File: src/rtl/wb_stage.sv
`default_nettype none
// ============================================================================
//  Module      : wb_stage
//  Description : Writeback stage feeding the register-file write port.
//                Accepts completed instructions over a valid/ready handshake,
//                waits for load data when required, aligns and sign/zero-
//                extends it, then drives wa/wda/reg_wr for exactly one cycle
//                per retired instruction.
//  Revision    : 1.0  initial release
// ----------------------------------------------------------------------------
//  Ports
//    clock        in   1     system clock, rising edge
//    reset        in   1     asynchronous, active-high reset
//    in_valid     in   1     upstream instruction valid
//    in_ready     out  1     stage can accept (IDLE or COMMIT)
//    in_rd        in   RA_W  destination register
//    in_result    in   XLEN  ALU result / load byte address
//    in_pc4       in   XLEN  PC+4 for JAL/JALR link
//    in_sel       in   2     00 ALU, 01 LOAD, 10 PC+4, 11 no write
//    in_funct3    in   3     load type (0 LB,1 LH,2 LW,4 LBU,5 LHU)
//    mem_rvalid   in   1     load data valid pulse
//    mem_rdata    in   XLEN  raw aligned word from data memory
//    wa           out  RA_W  register-file write address
//    wda          out  XLEN  register-file write data
//    reg_wr       out  1     register-file write enable
//    load_err     out  1     misaligned / illegal load pulse
//    retire_cnt   out  32    retired-instruction counter (wraps)
// ============================================================================
module wb_stage #(
   parameter int XLEN = 32,
   parameter int RA_W = 5
) (
   input  logic            clock,
   input  logic            reset,
   input  logic            in_valid,
   output logic            in_ready,
   input  logic [RA_W-1:0] in_rd,
   input  logic [XLEN-1:0] in_result,
   input  logic [XLEN-1:0] in_pc4,
   input  logic [1:0]      in_sel,
   input  logic [2:0]      in_funct3,
   input  logic            mem_rvalid,
   input  logic [XLEN-1:0] mem_rdata,
   output logic [RA_W-1:0] wa,
   output logic [XLEN-1:0] wda,
   output logic            reg_wr,
   output logic            load_err,
   output logic [31:0]     retire_cnt
);

   // ---------------------------------------------------------------------
   // Encodings
   // ---------------------------------------------------------------------
   localparam logic [1:0] c_SEL_ALU  = 2'b00;
   localparam logic [1:0] c_SEL_LOAD = 2'b01;
   localparam logic [1:0] c_SEL_PC4  = 2'b10;
   localparam logic [1:0] c_SEL_NONE = 2'b11;

   localparam logic [2:0] c_F3_LB  = 3'd0;
   localparam logic [2:0] c_F3_LH  = 3'd1;
   localparam logic [2:0] c_F3_LW  = 3'd2;
   localparam logic [2:0] c_F3_LBU = 3'd4;
   localparam logic [2:0] c_F3_LHU = 3'd5;

   typedef enum logic [1:0] {
      S_IDLE     = 2'd0,
      S_WAIT_MEM = 2'd1,
      S_COMMIT   = 2'd2
   } state_t;

   // ---------------------------------------------------------------------
   // State and registered outputs
   // ---------------------------------------------------------------------
   state_t            r_state;
   logic [RA_W-1:0]   r_rd;        // destination of the pending load
   logic [1:0]        r_addr;      // byte offset of the pending load
   logic [2:0]        r_funct3;    // width/sign of the pending load
   logic              r_err;       // pending load already known to be bad
   logic [RA_W-1:0]   r_wa;
   logic [XLEN-1:0]   r_wda;
   logic              r_reg_wr;
   logic              r_load_err;
   logic [31:0]       r_retire_cnt;

   // ---------------------------------------------------------------------
   // Combinational helpers
   // ---------------------------------------------------------------------
   logic              w_accept;
   logic              w_acc_err;
   logic [XLEN-1:0]   w_imm_val;
   logic              w_imm_wr;
   logic [7:0]        w_byte;
   logic [15:0]       w_half;
   logic [XLEN-1:0]   w_load_val;

   // Ready is a pure decode of the state register, so it is glitch-free
   // and already high in the cycle after reset is released.
   assign w_accept = in_valid && in_ready;

   always_comb begin
      in_ready = 1'b0;
      if ((r_state == S_IDLE) || (r_state == S_COMMIT)) begin
         in_ready = 1'b1;
      end
   end

   // Load legality is judged from the address presented at accept; the
   // memory access is still allowed to complete so the bus stays in step.
   always_comb begin
      w_acc_err = 1'b0;
      case (in_funct3)
         c_F3_LB, c_F3_LBU: w_acc_err = 1'b0;
         c_F3_LH, c_F3_LHU: w_acc_err = in_result[0];
         c_F3_LW:           w_acc_err = (in_result[1:0] != 2'b00);
         default:           w_acc_err = 1'b1;
      endcase
   end

   // Write value for instructions that do not touch memory. The no-write
   // selection carries zero; the enable is suppressed anyway.
   always_comb begin
      w_imm_val = '0;
      case (in_sel)
         c_SEL_ALU:  w_imm_val = in_result;
         c_SEL_PC4:  w_imm_val = in_pc4;
         default:    w_imm_val = '0;
      endcase
   end

   // Writing x0 is architecturally a no-op, so the enable is dropped for it.
   assign w_imm_wr = (in_sel != c_SEL_NONE) && (in_rd != '0);

   // Byte and halfword lanes of the returned word for the pending load.
   always_comb begin
      w_byte = mem_rdata[7:0];
      case (r_addr)
         2'd0:    w_byte = mem_rdata[7:0];
         2'd1:    w_byte = mem_rdata[15:8];
         2'd2:    w_byte = mem_rdata[23:16];
         default: w_byte = mem_rdata[31:24];
      endcase
   end

   always_comb begin
      w_half = r_addr[1] ? mem_rdata[31:16] : mem_rdata[15:0];
   end

   always_comb begin
      w_load_val = mem_rdata;
      case (r_funct3)
         c_F3_LB:  w_load_val = {{(XLEN-8){w_byte[7]}}, w_byte};
         c_F3_LBU: w_load_val = {{(XLEN-8){1'b0}}, w_byte};
         c_F3_LH:  w_load_val = {{(XLEN-16){w_half[15]}}, w_half};
         c_F3_LHU: w_load_val = {{(XLEN-16){1'b0}}, w_half};
         c_F3_LW:  w_load_val = mem_rdata;
         default:  w_load_val = mem_rdata;
      endcase
   end

   // ---------------------------------------------------------------------
   // Control FSM with registered outputs
   // ---------------------------------------------------------------------
   always_ff @(posedge clock or posedge reset) begin
      if (reset) begin
         r_state      <= S_IDLE;
         r_rd         <= '0;
         r_addr       <= '0;
         r_funct3     <= '0;
         r_err        <= 1'b0;
         r_wa         <= '0;
         r_wda        <= '0;
         r_reg_wr     <= 1'b0;
         r_load_err   <= 1'b0;
         r_retire_cnt <= '0;
      end else begin
         // Strobes are high only during the COMMIT cycle.
         r_reg_wr   <= 1'b0;
         r_load_err <= 1'b0;

         case (r_state)
            S_IDLE, S_COMMIT: begin
               if (w_accept) begin
                  r_rd     <= in_rd;
                  r_addr   <= in_result[1:0];
                  r_funct3 <= in_funct3;
                  if (in_sel == c_SEL_LOAD) begin
                     r_err   <= w_acc_err;
                     r_state <= S_WAIT_MEM;
                  end else begin
                     // Non-loads commit on the very next cycle, which is
                     // what gives back-to-back 1/cycle throughput.
                     r_err        <= 1'b0;
                     r_wa         <= in_rd;
                     r_wda        <= w_imm_val;
                     r_reg_wr     <= w_imm_wr;
                     r_retire_cnt <= r_retire_cnt + 32'd1;
                     r_state      <= S_COMMIT;
                  end
               end else begin
                  r_state <= S_IDLE;
               end
            end

            S_WAIT_MEM: begin
               if (mem_rvalid) begin
                  r_wa    <= r_rd;
                  r_wda   <= w_load_val;
                  r_state <= S_COMMIT;
                  if (r_err) begin
                     r_load_err <= 1'b1;
                  end else begin
                     r_reg_wr     <= (r_rd != '0);
                     r_retire_cnt <= r_retire_cnt + 32'd1;
                  end
               end
            end

            default: begin
               r_state <= S_IDLE;
            end
         endcase
      end
   end

   assign wa         = r_wa;
   assign wda        = r_wda;
   assign reg_wr     = r_reg_wr;
   assign load_err   = r_load_err;
   assign retire_cnt = r_retire_cnt;

endmodule
`default_nettype wire
File: config.mk
export PLATFORM = sky130hd
export DESIGN_NAME = wb_stage
export DESIGN_NICKNAME = d
export VERILOG_FILES = /design/src/rtl/wb_stage.sv
export SDC_FILE = /design/constraint.sdc
export NUM_CORES = 1
export LEC_CHECK = 0
export ABC_AREA = 1
export CAP_MARGIN = 40
export CORE_ASPECT_RATIO = 0.9
export CORE_MARGIN = 5
export CORE_UTILIZATION = 42
export CTS_CLUSTER_SIZE = 16
export DETAILED_ROUTE_END_ITERATION = 6
export PLACE_DENSITY = 0.88
export SYNTH_ARGS = -nofsm -noshare
export SYNTH_HDL_FRONTEND = slang
export SYNTH_SLANG_ARGS = --single-unit
File: constraint.sdc
create_clock -name clock -period 3.2 [get_ports clock]
set_input_delay 0.96 -clock clock [delete_from_list [all_inputs] [get_ports clock]]
set_output_delay 0.96 -clock clock [all_outputs]
set_load 0.1 [all_outputs]
# [Word-level counts from Yosys, hierarchy flattened]
# Index checks and enable logic that the tools add are counted.
[classes] n_eq_ne=18 addsub=1 mux=32 reduce_logical=18
[op_table] cell="2-to-1 mux 32 bit" n=7
[op_table] cell="case mux 32 bit (2 select lines)" n=3
[op_table] cell="case mux 32 bit (4 select lines)" n=1
[op_table] cell="adder 32 x 1 -> 32 bit, second input constant" n=1
[op_table] cell="case mux 8 bit (3 select lines)" n=1
[op_table] cell="2-to-1 mux 16 bit" n=1
[op_table] cell="2-to-1 mux 5 bit" n=3
[op_table] cell="equality test 3 bit, second input constant" n=4
[op_table] cell="inequality test 2 bit, second input constant" n=5
[op_table] cell="case mux 5 bit (2 select lines)" n=1
[op_table] cell="nonzero test 5 bit" n=2
[op_table] cell="2-to-1 mux 1 bit" n=9
[op_table] cell="equality test 2 x 1 -> 1 bit, second input constant" n=3
[op_table] cell="equality test 2 bit, second input constant" n=3
[op_table] cell="equality test 3 x 1 -> 1 bit, second input constant" n=2
[op_table] cell="zero test 2 bit" n=3
[op_table] cell="zero test 3 bit" n=2
[op_table] cell="2-to-1 mux 2 bit" n=3
[op_table] cell="OR reduction 2 bit" n=3
[op_table] cell="AND reduction 5 bit" n=1
[op_table] cell="case mux 2 bit (2 select lines)" n=1
[op_table] cell="AND reduction 4 bit" n=1
[op_table] cell="nonzero test 2 bit" n=2
[op_table] cell="equality test 3 x 2 -> 1 bit, second input constant" n=1
[op_table] cell="5 further kinds" n=6
[word_totals] elab_cells=79 input_bits=110 regBits=84 output_inout_bits=72

# [Depth between registers and ports, before layout]
[logic_depth] ltp_word=6 depth_mapped=10 ltp_nobuf=10

# [Worst setup path before layout]
# OpenSTA, ideal clock, no wires.
[synth_timing] kind="register to register" from="reg r_retire_cnt[0] (netlist: retire_cnt[0])" to="reg r_retire_cnt[30] (netlist: retire_cnt[30])" setup_time_ps=126 path_buffers=0 t_arrival_ps=1992 stages_incl_launch_ff=9 slack_ps=1083 cell_sequence="dfrtp_1 -> ha_1 -> inv_1 -> nor2_8 -> nand2_4 -> nor2_8 -> nand3_2 -> o21ai_1 -> nand2_1"
[synth_via] elab_chain_cells=4
[synth_lines] item="start: declaration" line_no="83" text="logic [31:0] r_retire_cnt;"
[synth_lines] item="start signal: assignment" line_no="196" text="r_retire_cnt <= r_retire_cnt + 32'd1;"
[synth_lines] item="start signal: assignment" line_no="213" text="r_retire_cnt <= r_retire_cnt + 32'd1;"
[synth_lines] item="adder 32 x 1 -> 32 bit *" line_no="196, 213"
[synth_lines] item="2-to-1 mux 32 bit (on tied branches)" line_no="209, 186"
[synth_lines] item="2-to-1 mux 32 bit (on tied branches)" line_no="205, 182"
[synth_lines] item="case mux 32 bit (2 select lines) *" line_no="180" text="case (r_state)"
# Mark *: on every way between the ends. The rest lies on a longest branch, timed or not. The select of a mux whose other input is x is not followed.
# A chain may end at the register's enable or synchronous reset.

# [Worst setup path in the final report]
[layout_timing] from="in in_valid" to="reg r_wda[10] (netlist: wda[10])"
[layout_via] elab_chain_cells=3
[layout_lines] item="start: declaration" line_no="35" text="input logic in_valid,"
[layout_lines] item="logical AND 1 bit" line_no="98" text="assign w_accept = in_valid && in_ready;"
[layout_lines] item="inequality test 2 bit (no source line)"
[layout_lines] item="AND reduction 4 bit (no source line)"
[layout_lines] item="end signal: assignment" line_no="194" text="r_wda <= w_imm_val;"
[layout_lines] item="end signal: assignment" line_no="207" text="r_wda <= w_load_val;"
[layout_lines] item="end: declaration" line_no="80" text="logic [XLEN-1:0] r_wda;"
# No other way between the ends.

==> impl_results.md <==
- Run status: complete, no violations
- Number of flops mapped to enable cells by yosys: 0
- Critical path type: input port to flop
- Initial antenna violation count: 0
- Min-delay src: wda[23]$_DFFE_PP0P_
- Comb pwr share: 43.7%
- Synth area leaders: dfrtp_1 39%, nand2_1 22%, nand3_1 6.4%
- NumNets Final: 1065
- Largest net degree at the start of global routing: 60
- Fmax: 0.409 GHz
- Worst-path clk slew: 0.06 ns
- Utilization after layout: 58.8%
- Clock buffer depth: 2
- Most frequent cell after synthesis: nand2_1
- Syn-to-layout area delta: 36.9%
- Num Clock Sinks: 84
- Vias/cell: 5.09
- DP Area: 0.00713 mm^2
- Rel. slew slack: 59.6%
- Worst-case clock skew: 0.00819 ns
- DR vias: 5709
- Cells after synthesis: 793
- First-pass GRT wire length: 27100 um
- Area of the die: 0.0154 mm^2
- Top delay family on crit path: buffers and inverters
- Ys flop type: dfrtp_1
- Crit. End Element: flop
- WP data arrival: 2.68 ns
- Setup TNS: 0 ns
- DR DRC count: 0
- Ports: 182
- CTS tree: built
- Count of final hold-check violations: 0
- CP max stage cell: clkdlybuf4s50_1
- CP cell instances: clkdlybuf4s50_1 -> nand2_2 -> inv_2 -> nand2_4 -> nand2_4 -> inv_2 -> nand2_1 -> nand2_1
- I/O Buffers: 181
- Routed WL per cell: 15.1 um
- Pre-Repair DR Iteration Count: 5
- Vias in the first global route: 5285
- Leak: 0.00372 uW
- Reg2reg start: r_state[1]$_DFFE_PP0N_
- Synth top cells by count: 325 x nand2_1, 84 x dfrtp_1, 70 x nand3_1
- CP Launch Type: input port
- Die Ht: 118 um
- Finished layout cell area: 0.00746 mm^2
- CTS buffer count: 9
- Hold endpoint: wda[23]$_DFFE_PP0P_
- # diodes: 0
- Root Driver: clkbuf_16
- Fin crit period: 2.45 ns
- Syn_area_per_cell: 6.87 um^2
- Ys Warns: 0
- CP peak stage delay: 0.47 ns
- Reg2reg path depth: 7
- Worst R2R Setup Slack: 1.16 ns
- Max-slew violations: 0
- Std cell rows: 39
- WP buf/inv: 3
- Syn_nets: 904
- Final setup fails: 0
- Detailed placement HPWL: 12900 um
- Share of layout cells above drive strength 1: 13.8%
- Period utilisation layout: 76.4%
- Core Box Area: 0.0127 mm^2
- RR Endpoint: wda[31]$_DFFE_PP0P_
- FFs w/ async S/R, synth: 100%
- Sequential power share: 30.3%
- Routability cong.: 0.931
- RSZ-0062 raised after global routing: no
- Worst hold-check path type: flop to flop
- WHS Path Cells: 2
- Register area share after synthesis: 38.6%
- Count of cell types in the netlist: 36
- Sw frac: 45.6%
- Area share of the largest cell type after synthesis: 38.6%
- Leading area contributor after synthesis: dfrtp_1
- Clock power share: 26.0%
- GRT overflow: 0
- Slew @ Worst Pin: 0.605 ns
- Fillers: 1184
- PwrDens: 601 mW/mm^2
- Clk_lat worst skew: 0.34 ns
- H-tree depth: 3
- Sw power: 2040 uW
- Max rail drop VDD: 470 uV
- Final Non-Filler Cells: 1121
- GRT Overall Usage: 21.9%
- WL final: 17000 um
- Crit path max fanout: 29
- Post-CTS sizing: 0
- Worst Path Required: 3.43 ns
- Antenna-violating nets left: 0
- Starting Density: 43.0%
- Die width: 130 um
- Internal power: 2440 uW
- Drt initial violations: 587
- Hold_buf cts: 0
- # Post-CTS Setup Buffers: 0
- Max cap viols: 0
- Number of synthesized register bits: 84
- Netlist Area Pre-Place: 0.00545 mm^2
- Placed Instances: 1107
-- cell families (layout without fill, tap and decap cells) --
| kind of cell | count (synthesis) | after routing | share of synthesized area, % |
|---|---|---|---|
| simple gates | 525 | 525 | 42.8 |
| fa+ha+maj | 1 | 1 | 0.229 |
| compound gates | 63 | 63 | 6.45 |
| buf+inv | 100 | 264 | 8.72 |
| xor+xnor | 20 | 20 | 3.21 |
| flops | 84 | 84 | 38.6 |
-- tightest hold or removal path: stages, from the launching register on --
cell and delay (ns):
dfrtp_1 0.34, nand2_1 0.05, nand2_1 0.05
-- cell usage in the layout (no fill, tap or decap), types with 4 or more instances in the layout --
| master | synthesis | routed |
|---|---|---|
| nor2_1 | 69 | 69 |
| clkdlybuf4s50_1 | 0 | 109 |
| a21oi_1 | 24 | 24 |
| nand2_2 | 7 | 7 |
| dfrtp_1 | 84 | 84 |
| nand4_1 | 16 | 16 |
| clkinv_1 | 4 | 4 |
| buf_4 | 7 | 75 |
| clkbuf_16 | 0 | 9 |
| nand2_4 | 4 | 4 |
| a21o_1 | 7 | 7 |
| o21ai_0 | 19 | 19 |
| nor2_2 | 8 | 8 |
| nand3_1 | 70 | 70 |
| nand3b_1 | 8 | 8 |
| a31oi_1 | 5 | 5 |
| inv_1 | 54 | 53 |
| inv_2 | 5 | 5 |
| nand2_1 | 325 | 325 |
| xnor2_1 | 14 | 14 |
| xor2_1 | 6 | 6 |
| nand3_2 | 5 | 5 |
-- sequential cells by signal, summed over array words and instances, names as in the netlist --
signal / cells
wda: 32
load_err: 1
r_state: 2
r_rd: 5
r_funct3: 3
reg_wr: 1
r_addr: 2
wa: 5
r_err: 1
retire_cnt: 32
-- metal layers --
metal	global-route usage, %	share of wire [%]	vias to the layer above
met5	0	0	-
met4	7.53	2.9	0
met3	4.45	6.6	38
met2	34.1	46	207
met1	30.1	44	2644
li1	-	-	2820
-- power groups by stage --
stage | Clock, uW | Combinational [uW] | Sequential (uW)
after floorplan | 0 | 521 | 2290
after global routing | 1240 | 2060 | 1380
after detailed placement | 0 | 1960 | 1370
final | 1160 | 1960 | 1360
after CTS | 1190 | 1960 | 1360
after global placement | 0 | 1930 | 1370
-- metrics by stage --
stage | setup WS [ns] | hold WS (ns) | power (uW)
finish | 0.754 | 0.481 | 4480
global route | 0.622 | 0.500 | 4670
CTS | 0.777 | 0.484 | 4510
detailed placement | 0.427 | 0.467 | 3330
global placement | 0.460 | 0.465 | 3310
floorplan | 0.0749 | 0.472 | 2810
-- layout make-up --
type	count	area (um^2)	share of cell area, %
multi-input cells	609	2870	38.5
flip-flops and latches	84	2100	28.2
repair buffers	187	1710	23.0
inverters	63	238	3.19
clock buffers	9	225	3.02
well taps	164	205	2.75
clock inverters	5	103	1.38
-- how the worst max path moves through the flow --
| stage | from | end | depth (start not counted) |
|---|---|---|---|
| 6_report | in_valid | wda[10]$_DFFE_PP0P_ | 8 |
| 5_1_grt | in_valid | wda[14]$_DFFE_PP0P_ | 8 |
| 4_1_cts | in_valid | wda[11]$_DFFE_PP0P_ | 8 |
| 3_5_place_dp | in_valid | wda[11]$_DFFE_PP0P_ | 8 |
| 3_3_place_gp | in_valid | wda[8]$_DFFE_PP0P_ | 8 |
| 2_1_floorplan | reset | load_err$_DFF_PP0_ | 1 |
Note: power is estimated with default switching activity, not from simulation.
